## config.mk

```make
export PLATFORM = sky130hd
export DESIGN_NAME = calc_alu
export DESIGN_NICKNAME = d
export VERILOG_FILES = /design/src/rtl/calc_alu.sv
export SDC_FILE = /design/constraint.sdc
export NUM_CORES = 1
export LEC_CHECK = 0
export BUFFER_PORTS_ARGS = -buffer_cell sky130_fd_sc_hd__buf_4
export CAP_MARGIN = 20
export CELL_PAD_IN_SITES_DETAIL_PLACEMENT = 0
export CELL_PAD_IN_SITES_GLOBAL_PLACEMENT = 2
export CORE_UTILIZATION = 37
export DETAILED_ROUTE_END_ITERATION = 16
export GPL_TIMING_DRIVEN = 1
export PLACE_DENSITY = 0.91
export SLEW_MARGIN = 20
export SYNTH_ARGS = -nofsm -noshare
export SYNTH_HDL_FRONTEND = slang
export SYNTH_SLANG_ARGS = --single-unit
```

## constraint.sdc

```tcl
create_clock -name clk -period 6 [get_ports clk]
set_clock_uncertainty 0.1 [all_clocks]
set_input_delay 0.6 -clock clk [delete_from_list [all_inputs] [get_ports clk]]
set_output_delay 0.6 -clock clk [all_outputs]
set_load 0.03 [all_outputs]
```

## src/rtl/calc_alu.sv

```systemverilog
// Calculator ALU: add/sub finish in one CALC cycle; mul (shift-add) and div
// (restoring) take one operand bit per cycle for 27 cycles.
module calc_alu #(
  parameter int unsigned MAX_VAL = 99_999_999
) (
  input  logic        clk,
  input  logic        rst,
  input  logic [26:0] data1,
  input  logic [26:0] data2,
  input  logic [2:0]  arith,
  input  logic        en,
  output logic [26:0] result,
  output logic [26:0] rem,
  output logic        neg,
  output logic        err,
  output logic        done,
  output logic        busy_a
);
  typedef enum logic [1:0] {IDLE, CALC, DONE} state_t;

  localparam logic [27:0] MAX28 = 28'(MAX_VAL);
  localparam logic [53:0] MAX54 = 54'(MAX_VAL);

  state_t      r_state;
  logic [2:0]  r_op;
  logic [26:0] r_d1, r_d2;
  logic [4:0]  r_cnt;
  logic [53:0] r_acc, r_mcand;
  logic [26:0] r_shf;   // multiplier (mul) or dividend/quotient (div) shift register
  logic [26:0] r_rem;

  logic [27:0] w_sum;
  logic [53:0] w_acc_nxt;
  logic [27:0] w_trial;
  logic        w_ge;
  logic [26:0] w_rem_nxt, w_quo_nxt;
  logic        w_iter, w_last;

  assign w_sum     = {1'b0, r_d1} + {1'b0, r_d2};
  assign w_acc_nxt = r_shf[0] ? r_acc + r_mcand : r_acc;
  assign w_trial   = {r_rem, r_shf[26]};
  assign w_ge      = w_trial >= {1'b0, r_d2};
  assign w_rem_nxt = w_ge ? w_trial[26:0] - r_d2 : w_trial[26:0];
  assign w_quo_nxt = {r_shf[25:0], w_ge};
  assign w_iter    = (r_op == 3'b010) || (r_op == 3'b011);
  assign w_last    = !w_iter || (r_cnt == 5'd26);

  always_ff @(posedge clk) begin
    if (rst) begin
      r_state <= IDLE;
      r_op    <= '0;
      r_d1    <= '0;
      r_d2    <= '0;
      r_cnt   <= '0;
      r_acc   <= '0;
      r_mcand <= '0;
      r_shf   <= '0;
      r_rem   <= '0;
      result  <= '0;
      rem     <= '0;
      neg     <= 1'b0;
      err     <= 1'b0;
      done    <= 1'b0;
      busy_a  <= 1'b0;
    end else begin
      done <= 1'b0;
      case (r_state)
        IDLE: if (en) begin
          r_op    <= arith;
          r_d1    <= data1;
          r_d2    <= data2;
          r_cnt   <= '0;
          r_acc   <= '0;
          r_rem   <= '0;
          r_mcand <= {27'd0, data1};
          r_shf   <= (arith == 3'b011) ? data1 : data2;
          busy_a  <= 1'b1;
          r_state <= CALC;
        end
        CALC: begin
          r_cnt <= r_cnt + 5'd1;
          if (r_op == 3'b010) begin
            r_acc   <= w_acc_nxt;
            r_mcand <= r_mcand << 1;
            r_shf   <= r_shf >> 1;
          end else if (r_op == 3'b011) begin
            r_rem <= w_rem_nxt;
            r_shf <= w_quo_nxt;
          end
          if (w_last) begin
            r_state <= DONE;
            busy_a  <= 1'b0;
            done    <= 1'b1;
            rem     <= '0;
            neg     <= 1'b0;
            err     <= 1'b0;
            case (r_op)
              3'b000: begin
                err    <= w_sum > MAX28;
                result <= (w_sum > MAX28) ? 27'd0 : w_sum[26:0];
              end
              3'b001: begin
                neg    <= r_d1 < r_d2;
                result <= (r_d1 >= r_d2) ? r_d1 - r_d2 : r_d2 - r_d1;
              end
              3'b010: begin
                err    <= w_acc_nxt > MAX54;
                result <= (w_acc_nxt > MAX54) ? 27'd0 : w_acc_nxt[26:0];
              end
              3'b011: begin
                err    <= r_d2 == 27'd0;
                result <= (r_d2 == 27'd0) ? 27'd0 : w_quo_nxt;
                rem    <= (r_d2 == 27'd0) ? 27'd0 : w_rem_nxt;
              end
              default: begin
                err    <= 1'b1;
                result <= '0;
              end
            endcase
          end
        end
        DONE:    r_state <= IDLE;
        default: r_state <= IDLE;
      endcase
    end
  end
endmodule

```

==> out/results.ini <==
[setup_path]
crit_chain = inv_1 > ha_1 > inv_1 > a2111oi_0 > a21boi_2 > a211oi_2 > o31a_1 > xnor2_1 > a311oi_1 > or4_1 > or4_4 > a21oi_2 > o21ai_0 > a221oi_1 > o21ai_0
cp_data_arrival_time_ps = 5860
cp_slowest_cell = a21oi_2
worst-path-buf-inv = 2
path_max_fanout = 15
startpoint_type = register
crit_path_end_kind = register
timing.critical_path.slowest_cell_delay_ps = 730
criticalPathCategory = reg -> reg
required_ps = 6310
cpLargestDelayFamily = compound AO/OA/AOI/OAI gates

[power]
power.density_mw_per_mm2 = 246
intPower_w = 0.00386
p_seq_share_pct = 34.3
peakVddDrop_v = 0.000216
p_switching_w = 0.00212
switching_share_pct = 35.5
combPwrFrac_pct = 27.9
leakage_nw = 9.58
pwr-share-clk_pct = 37.7

[timing]
fin_crit_sh_pct = 92.5
setup_viol = 0
drv_slew = 0
grt_setup_unrepaired = no
fin_tns_setup_ps = 0
min_period_ps = 5550
timing.fmax_ghz = 0.180
tightest_slew_ps = 1030
finalHoldViolations = 0
slew_headroom_pct = 31.2
worst_slack_ps = 451

[flow_run]
cap_violations = 0

[synthesis]
ys_seq_area_share_pct = 26.3
synth_most_common_cell = nor2_1
yosys-top-cells-count = nor2_1 (420), nand2_1 (387), a21oi_1 (341)
synth_top_area_cell = dfxtp_1
synthFlopType = dfxtp_1
syn-cell-area_mm2 = 0.0216
synthArstFlopShare_pct = 0
syn_nets = 3188
yosys_warnings = 0
synth_edf_count = 0
synth_area_per_cell_um2 = 7.31
synth_area_leaders = dfxtp_1 (26%), ha_1 (9.4%), a21oi_1 (7.9%)
synth_cell_type_count = 90
synth-seq-cells = 284
synth_top_cell_area_share_pct = 26.3
netlist_instances = 2961

[die]
core-area_mm2 = 0.0577
die-area_mm2 = 0.0595
start_util_pct = 37.5
chipHeight_um = 244
rows = 88
io_pins = 118
die_x_um = 244

[placement]
dp_slack_ps = 588
numPortBuffers = 117
dp.final_hpwl_mm = 66.4
dpl.cell_count = 3687
place.gp.congestion = 0.940

[finish]
diodes = 0
fillers = 6103
layout.cells.non_filler = 3750
drive_above_1_share_pct = 10.2
nets = 3188
area_growth_pct = 12.2

[detailed_routing]
vias_per_cell = 5.93
drt_pass1_iterations = 6
vias = 22200
drt-total-wl_mm = 87.2
wl_per_cell_um = 23.3
remaining_drc_errors = 0
ant_nets = 0
drt_iter0_drc = 1785

[global_routing]
grt-ovfl-total = 0
track_usage_pct = 28.4
grt_pass1_vias = 21000
antenna_found_initial = 1
grt_pass1_wl_mm = 131
grt_max_degree = 112

[run_status]
status = complete, no violations

[cts]
cts.sinks = 284
post-cts-setup-buffer-count = 0
cts_hold_buf = 0
cts-root-buf = clkbuf_16
cts.repair.resized = 0
clock_path_buffers = 3
cts_tree = done
insertion_delay_ps = 570
cts_buffers = 37
clkTransAtPathRegs_ps = 60
htree_levels = 2

[min_path]
hp-class = in -> reg

==> power by group through the flow <==
stage / sequential [W] / combinational, W / clock [W]
floorplan: 0.00207 / 0.00109 / 0
global placement: 0.00209 / 0.00164 / 0
detailed placement: 0.00209 / 0.00163 / 0
CTS: 0.00205 / 0.00164 / 0.00230
global route: 0.00206 / 0.00179 / 0.00237
finish: 0.00205 / 0.00167 / 0.00226
==> tightest hold or removal path, delay by kind of cell <==
kind | cells | cell delay (ps)
AOI/OAI and AO/OA | 1 | 50
buffers and inverters | 1 | 120
and+or+nand+nor | 1 | 50
==> layer usage <==
metal	track usage, %	share of wire (%)	vias to the layer above
met5	0	0	-
met4	10.9	3.8	0
met3	2.92	5.1	135
met2	46.4	46	685
met1	38.4	45	10700
li1	-	-	10700
==> flip-flops by register name, summed over array words and instances (netlist names) <==
register and count:
neg 1, r_d2 27, r_rem 27, rem 27, result 27, done 1
busy_a 1, r_shf 27, r_acc 54, r_state 2, err 1, r_mcand 54
r_d1 27, r_cnt 5, r_op 3
==> cells by family (layout without fill, tap and decap cells) <==
kind of cell             Yosys count  after routing  share of synthesized area [%]
AND/OR/NAND/NOR                 1080           1080                           21.7
multiplexers                      84             84                           4.08
flip-flops                       284            284                           26.3
buffers and inverters            300            324                           5.32
XOR/XNOR                          93             93                           3.76
adder cells (fa/ha/maj)          167            167                           9.83
AO/OA/AOI/OAI                    953            953                           29.1
==> final cells by class <==
| cell class | instances | area [um^2] | area share [%] |
|---|---|---|---|
| multi-input cells | 2377 | 14900 | 61.2 |
| flip-flops and latches | 284 | 5690 | 23.4 |
| repair buffers | 157 | 1180 | 4.88 |
| clock buffers | 51 | 1070 | 4.41 |
| well taps | 765 | 957 | 3.94 |
| inverters | 104 | 390 | 1.61 |
| clock inverters | 12 | 126 | 0.520 |
==> stage by stage <==
step	power [W]	instance area (um^2)	utilization [%]	hold slack [ps]
floorplan	0.00316	21600	-	337
global placement	0.00373	23100	40.0	346
detailed placement	0.00373	23100	40.0	359
finish	0.00598	24300	42.1	206
CTS	0.00599	24300	42.1	184
global route	0.00622	24300	42.1	214
==> path summary, 6_finish.rpt <==
kind	from	to	slack (ps)	depth (start not counted)
worst max register to register	r_d1[4]	result[3]	450	15
worst min-delay path	data2[20]	r_d2[20]	210	3
worst min register to register	rem[24]	rem[24]	360	2
worst max-delay path	r_d1[4]	result[3]	450	15
==> layout by cell type (no fill, tap or decap), types with 9 or more instances in the layout <==
cell type  Yosys  layout
xnor2_1       62      62
buf_4          0     156
nor4_1        28      28
and3_1        12      12
nand4_1       48      48
and2_1        10       9
o221ai_1      13      13
clkbuf_16      0      38
a31oi_1       31      31
a22oi_1       64      64
mux2_2        33      33
a21o_1        46      46
o31ai_1       19      19
dfxtp_1      284     283
nor2b_1       17      15
xor2_1        31      31
mux2i_1       51      51
or3_1         17      17
o21ai_1       13      14
a222oi_1      11      11
a221oi_1      15      15
nand2_1      387     386
o21ai_0      127     126
o21bai_1      35      35
nor2_1       420     417
ha_1         162     162
inv_1         99      99
nand2b_1      21      19
a21oi_1      341     339
nor3_1        39      38
nand3_1       44      43
o211ai_1      15      15
o21a_1        31      31
a311oi_1      56      56
a211oi_1      28      28
Power figures use the tool's default switching activity.
